==> src/rtl/gift_g_layer_3share.sv <==
// rtl/gift_g_layer_3share.sv - 3-share masked GIFT G layer over NSBOX nibbles, valid/ready pipelined.
// Component functions are split by share pairs so no fresh randomness is consumed.

module NF_CF_2 (
    input  logic [2:0]  a_i,
    input  logic [2:0]  b_i,
    input  logic [2:0]  c_i,
    input  logic [2:0]  d_i,
    output logic [26:0] cf_o
);
    // Block 0: a ^ b&c, block 1: b ^ a&d, block 2: c ^ a&b.
    // Output share k owns the cross terms (k, (k+m)%3) for m = 0..2, plus linear share k.
    for (genvar k = 0; k < 3; k++) begin : g_k
        for (genvar m = 0; m < 3; m++) begin : g_m
            localparam int Q = (k + m) % 3;
            if (m == 0) begin : g_lin
                assign cf_o[3*k+m]    = a_i[k] ^ (b_i[k] & c_i[Q]);
                assign cf_o[9+3*k+m]  = b_i[k] ^ (a_i[k] & d_i[Q]);
                assign cf_o[18+3*k+m] = c_i[k] ^ (a_i[k] & b_i[Q]);
            end else begin : g_quad
                assign cf_o[3*k+m]    = b_i[k] & c_i[Q];
                assign cf_o[9+3*k+m]  = a_i[k] & d_i[Q];
                assign cf_o[18+3*k+m] = a_i[k] & b_i[Q];
            end
        end
    end
endmodule

module gift_g_layer_3share #(
    parameter int NSBOX   = 16,
    parameter int OUT_REG = 0
) (
    input  logic                 clk,
    input  logic                 rst,
    input  logic                 in_valid,
    output logic                 in_ready,
    input  logic [4*NSBOX-1:0]   in1,
    input  logic [4*NSBOX-1:0]   in2,
    input  logic [4*NSBOX-1:0]   in3,
    output logic                 out_valid,
    input  logic                 out_ready,
    output logic [4*NSBOX-1:0]   out1,
    output logic [4*NSBOX-1:0]   out2,
    output logic [4*NSBOX-1:0]   out3
);
    logic [27*NSBOX-1:0]          cf_d, cf_q;
    logic [3*NSBOX-1:0]           lin_d, lin_q;
    logic                         v1_q;
    logic                         adv1;
    logic [2:0][4*NSBOX-1:0]      cmp;

    for (genvar i = 0; i < NSBOX; i++) begin : g_slice
        NF_CF_2 u_cf (
            .a_i  ({in3[4*i],   in2[4*i],   in1[4*i]}),
            .b_i  ({in3[4*i+1], in2[4*i+1], in1[4*i+1]}),
            .c_i  ({in3[4*i+2], in2[4*i+2], in1[4*i+2]}),
            .d_i  ({in3[4*i+3], in2[4*i+3], in1[4*i+3]}),
            .cf_o (cf_d[27*i +: 27])
        );
        assign lin_d[3*i +: 3] = {in3[4*i+3], in2[4*i+3], in1[4*i+3]};

        // Compression reads registers only; bit1 stays a share-wise wire.
        for (genvar j = 0; j < 3; j++) begin : g_share
            assign cmp[j][4*i]   = ^cf_q[27*i + 3*j +: 3];
            assign cmp[j][4*i+1] = lin_q[3*i + j];
            assign cmp[j][4*i+2] = ^cf_q[27*i + 9 + 3*j +: 3];
            assign cmp[j][4*i+3] = ^cf_q[27*i + 18 + 3*j +: 3];
        end
    end

    always_ff @(posedge clk) begin
        if (rst) begin
            v1_q  <= 1'b0;
            cf_q  <= '0;
            lin_q <= '0;
        end else if (adv1) begin
            v1_q <= in_valid;
            if (in_valid) begin
                cf_q  <= cf_d;
                lin_q <= lin_d;
            end
        end
    end

    if (OUT_REG != 0) begin : g_oreg
        logic                    v2_q;
        logic [2:0][4*NSBOX-1:0] s2_q;
        logic                    adv2;

        assign adv2 = !v2_q || out_ready;
        assign adv1 = !v1_q || adv2;

        always_ff @(posedge clk) begin
            if (rst) begin
                v2_q <= 1'b0;
                s2_q <= '0;
            end else if (adv2) begin
                v2_q <= v1_q;
                if (v1_q) begin
                    s2_q <= cmp;
                end
            end
        end

        assign out_valid = v2_q;
        assign out1      = s2_q[0];
        assign out2      = s2_q[1];
        assign out3      = s2_q[2];
    end else begin : g_ocomb
        assign adv1      = !v1_q || out_ready;
        assign out_valid = v1_q;
        assign out1      = cmp[0];
        assign out2      = cmp[1];
        assign out3      = cmp[2];
    end

    assign in_ready = adv1;
endmodule

==> config.mk <==
export PLATFORM = sky130hd
export DESIGN_NAME = gift_g_layer_3share
export DESIGN_NICKNAME = d
export VERILOG_FILES = /design/src/rtl/gift_g_layer_3share.sv
export SDC_FILE = /design/constraint.sdc
export NUM_CORES = 1
export LEC_CHECK = 0
export ABC_AREA = 1
export CORE_ASPECT_RATIO = 1.25
export CORE_UTILIZATION = 40
export DETAILED_ROUTE_END_ITERATION = 10
export PLACE_DENSITY = 0.74
export SLEW_MARGIN = 10
export SYNTH_ARGS = -nofsm -noshare
export SYNTH_HDL_FRONTEND = slang
export SYNTH_SLANG_ARGS = --single-unit
==> constraint.sdc <==
create_clock -name clk -period 2.2 [get_ports clk]
set_clock_uncertainty 0.05 [all_clocks]
set_input_delay 0.44 -clock clk [delete_from_list [all_inputs] [get_ports clk]]
set_output_delay 0.44 -clock clk [all_outputs]
set_load 0.005 [all_outputs]
After elaboration in Yosys (flattened, before gate mapping)
Cells that the tools add are included.

Register bits after elaboration: 481. Input bits: 196. Output and inout port bits: 194. Logic and storage cells: 726.

Bitwise gates (word level): 576. Reduce and logical (&&, ||, !) cells: 147.

Operators by type and width (number): $and A1 B1 Y1 (432); $reduce_xor A3 Y1 (144); $xor A1 B1 Y1 (144); $reduce_and A2 Y1 (1); $logic_not A1 Y1 (1); $logic_or A1 B1 Y1 (1).

Depth between registers and ports, before layout
Depth in word-level cells: 3. Mapped depth: 9. Gate-level depth less buffers: 6.

By module
A second synthesis with hierarchy kept.

Cell total of the unflattened synthesis: 5408. Area, all modules: 32144.6 µm².

By module, submodules not included: gift_g_layer_3share (times used 1, cells an instance 4016, area an instance 25898.6 µm², sequential area each 9629.2 µm²); NF_CF_2 (times used 16, cells an instance 87, area an instance 390.4 µm², sequential area each 0.0 µm²).

Worst setup path before layout
No wires, ideal clock.

Kind: in2reg. From: input out_ready. To: register cf_q[168]. Library setup time: 0.114 ns. Data arrival time: 1.204 ns. Required time: 2.036 ns. Setup slack: 0.832 ns. Cell stages on the path: 8. Path buffers: 3. Cells stage by stage: inv_2 -> nand2_2 -> nand2_1 -> buf_4 -> buf_4 -> buf_2 -> a21oi_1 -> nor2_1.

Word-level cells in the longest chain between the ends: 2.

RTL lines: from (decl) (RTL line 41) `input logic out_ready,`; $logic_or A1 B1 Y1 (RTL line 110) `assign adv1 = !v1_q || out_ready;`; $reduce_and A2 Y1 (no source line); to (signal assigned) (RTL line 74) `cf_q <= '0;`; to (signal assigned) (RTL line 79) `cf_q <= cf_d;`; to (decl) (RTL line 46) `logic [27*NSBOX-1:0] cf_d, cf_q;`.

Every way passes these cells. A chain may end at the register's enable or synchronous reset.

Worst setup path after layout
From: register cf_q[178]. To: output out3[26].

Word-level cells in the longest chain between the ends: 1.

RTL lines: $reduce_xor A3 Y1 (RTL line 66) `assign cmp[j][4*i+2] = ^cf_q[27*i + 9 + 3*j +: 3];`; to (decl) (RTL line 44) `output logic [4*NSBOX-1:0] out3`.

Every way passes these cells.

==> summary.md <==
| Metric | Value |
|---|---|
| Outcome | finished clean |
| Die W | 233 um |
| Synthesized area per cell | 6.16 um2 |
| Crit path required time | 1710 ps |
| Root buffer cell | clkbuf_16 |
| Final setup viols | 0 |
| Core area | 65800 um2 |
| Clock Path Buffers | 3 |
| Worst R2R End | cf_q[125] |
| WHS | 161 ps |
| Yosys Warn Count | 0 |
| Initial drt markers | 1316 |
| Clock Sinks | 481 |
| Setup crit start kind | flop |
| IO Pins | 390 |
| Max rail drop VDD | 542 uV |
| Unique cell type count in the Yosys netlist | 15 |
| Layout cells sized above 1 | 8.24% |
| Post-Syn Area | 26700 um2 |
| Grt ovf | 0 |
| Via count | 26200 |
| DPL Wire Length | 50400 um |
| # Post-CTS Setup Buffers | 0 |
| Reg2Reg Depth | 6 |
| Final nets | 4734 |
| CTS tree | built |
| Clock slew at reported path FFs | 60 ps |
| Worst skew pair latency | 580 ps |
| Leading area contributor after synthesis | dfxtp_1 |
| Worst Min Path Start | in_valid |
| Cts hold-fix bufs | 0 |
| Pwr per Cell Area | 719 nW/um2 |
| Worst min path class | in2reg |
| LEAKAGE | 16.1 nW |
| CTS Buf Count | 53 |
| Worst setup path start | cf_q[178] |
| Post-route clock period utilization | 97.2% |
| Slew @ Worst Pin | 764 ps |
| Wire length per cell | 13.7 um |
| Max-slew violation count | 0 |
| PortBufs | 389 |
| Row cnt | 105 |
| RSZ-0062 raised after global routing | no |
| Setup TNS | 0 ps |
| Die area | 67700 um2 |
| Starting density of the core | 40.5% |
| Worst Hold Depth | 3 |
| Reg2reg start | out_valid |
| Top cells by area, synth | dfxtp_1 (36%), nand2_1 (17%), nor2_1 (13%) |
| Final Hold Fails | 0 |
| H-tree lvl count | 2 |
| First-pass GRT wire length | 122000 um |
| Fin crit period | 2140 ps |
| Vias per cell | 4.82 |
| Max Fclk | 0.468 GHz |
| Hold path endpoint | cf_q[205] |
| Relative slew slack | 49.1% |
| Pin count of the biggest net entering global routing | 146 |
| Most frequent cell after synthesis | nand2_1 |
| Sequential share of the synthesized area | 36.1% |
| CP Max Fanout | 3 |
| Setup CP Type | reg2out |
| Max-cap violations | 0 |
| Async S/R FF share, synth | 0% |
| Synthesized Nets | 4528 |
| Area Growth Syn to Fin | 23.5% |
| Crit path DAT | 1650 ps |
| Synth cell count leaders | nand2_1 (1204), nor2_1 (957), dfxtp_1 (481), nand3_1 (432), inv_1 (388) |
| Seq cells post-synth | 481 |
| Number of detailed-route iterations in the first pass | 5 |
| GP Congestion | 0.824 |
| Post-synth top area share | 36.1% |
| Most used DFF post-synth | dfxtp_1 |
| Antenna violations before repair | 3 |
| DIE HEIGHT | 291 um |
| CP endpoint kind | output pin |
| Final ANT Viol Nets | 0 |
| WL final | 74700 um |
| Post-synth EDFFs | 0 |
| Post-Syn Instances | 4332 |
| Vias in the first global route | 24600 |
| GRT Total Usage | 21.7% |
| DRC Markers | 0 |
| Worst reg2reg setup slack | 620 ps |
## power breakdown
| group | internal (mW) | switching, mW | total (mW) |
|---|---|---|---|
| Clock | 5.23 | 3.67 | 8.91 |
| Sequential | 9.38 | 0.483 | 9.86 |
| Combinational | 2.20 | 2.73 | 4.93 |
| Total | 16.8 | 6.89 | 23.7 |
## routing by layer
| layer | routed length [um] | GRT usage, % | share of wire (%) |
|---|---|---|---|
| met1 | 30800 | 25.0 | 41 |
| met2 | 36300 | 38.5 | 49 |
| met3 | 5630 | 5.71 | 7.5 |
| met4 | 1930 | 6.97 | 2.6 |
| met5 | 39 | 0 | 0.052 |
## flip-flops by register name, indices dropped and copies added, names as in the netlist
register   cells
lin_q         48
out_valid      1
cf_q         432
## worst max-delay path, stage by stage, from the launching register on
cell             delay [ps]
dfxtp_1                 380
xor2_1                  160
nor2_1                   50
nor2_1                  160
clkdlybuf4s15_1         300
## cells in the final DEF, fill, tap and decap left out, types with 2 or more instances in the layout
master / synthesis / layout
clkinv_4: 0 / 2
dfxtp_1: 481 / 276
diode_2: 0 / 2
clkbuf_16: 0 / 55
dfxtp_2: 0 / 203
nor2_1: 957 / 936
inv_1: 388 / 386
inv_6: 0 / 2
xnor2_2: 0 / 3
clkbuf_8: 0 / 9
clkdlybuf4s15_1: 0 / 5
clkdlybuf4s50_1: 0 / 243
nand3_1: 432 / 432
nor2_2: 0 / 21
clkbuf_2: 0 / 10
clkinvlp_4: 0 / 2
buf_12: 0 / 28
xnor2_1: 144 / 141
clkbuf_1: 111 / 19
dlygate4sd2_1: 0 / 128
nand2_1: 1204 / 1203
xor2_1: 143 / 143
a21oi_1: 289 / 289
bufinv_16: 0 / 3
dfxtp_4: 0 / 2
buf_4: 9 / 26
clkinv_2: 0 / 4
## timing repair
item,4_1_cts,5_1_grt
pin swaps,39,3
resized for setup,368,35
endpoints found under the setup margin,144,21
## through the flow
| stage | power (mW) | utilization, % | cell area, um2 | worst slack (ps) | instances |
|---|---|---|---|---|---|
| 6_report | 23.7 | 50.0 | 32900 | 62.3 | 5436 |
| 5_1_grt | 25.0 | 50.0 | 32900 | 1.38 | 5434 |
| 4_1_cts | 24.0 | 50.1 | 32900 | 1.69 | 5434 |
| 3_5_place_dp | 15.2 | 47.2 | 31100 | 53.1 | 5339 |
| 3_3_place_gp | 15.1 | 47.2 | 31100 | 67.5 | 5339 |
| 2_1_floorplan | 12.9 | - | 26700 | 832 | 4332 |
## layout make-up
class,count,area [um2]
Clock buffer,83,1570
Inverter,389,1470
Tap cell,856,1070
Sequential cell,481,9890
Fill cell,6709,32900
Clock inverter,12,151
Multi-Input combinational cell,3170,14300
Timing Repair Buffer,443,4440
Antenna cell,2,5.00
## logic make-up after synthesis
logic type / Yosys count / synth area share [%]
and+or+nand+nor: 2594 / 38.5
buffers and inverters: 681 / 10.5
DFF: 481 / 36.1
AOI/OAI and AO/OA: 289 / 5.42
xor gates and xnor gates: 287 / 9.43
## worst max-delay path by stage
stage	endpoint	slack, ps	cells past startpoint
floorplan	cf_q[168]	830	8
global placement	cf_q[123]	70	9
detailed placement	lin_q[19]	50	8
CTS	out3[26]	2	4
global route	out2[16]	1	4
finish	out3[26]	60	4
(Power assumes the default switching activity.)
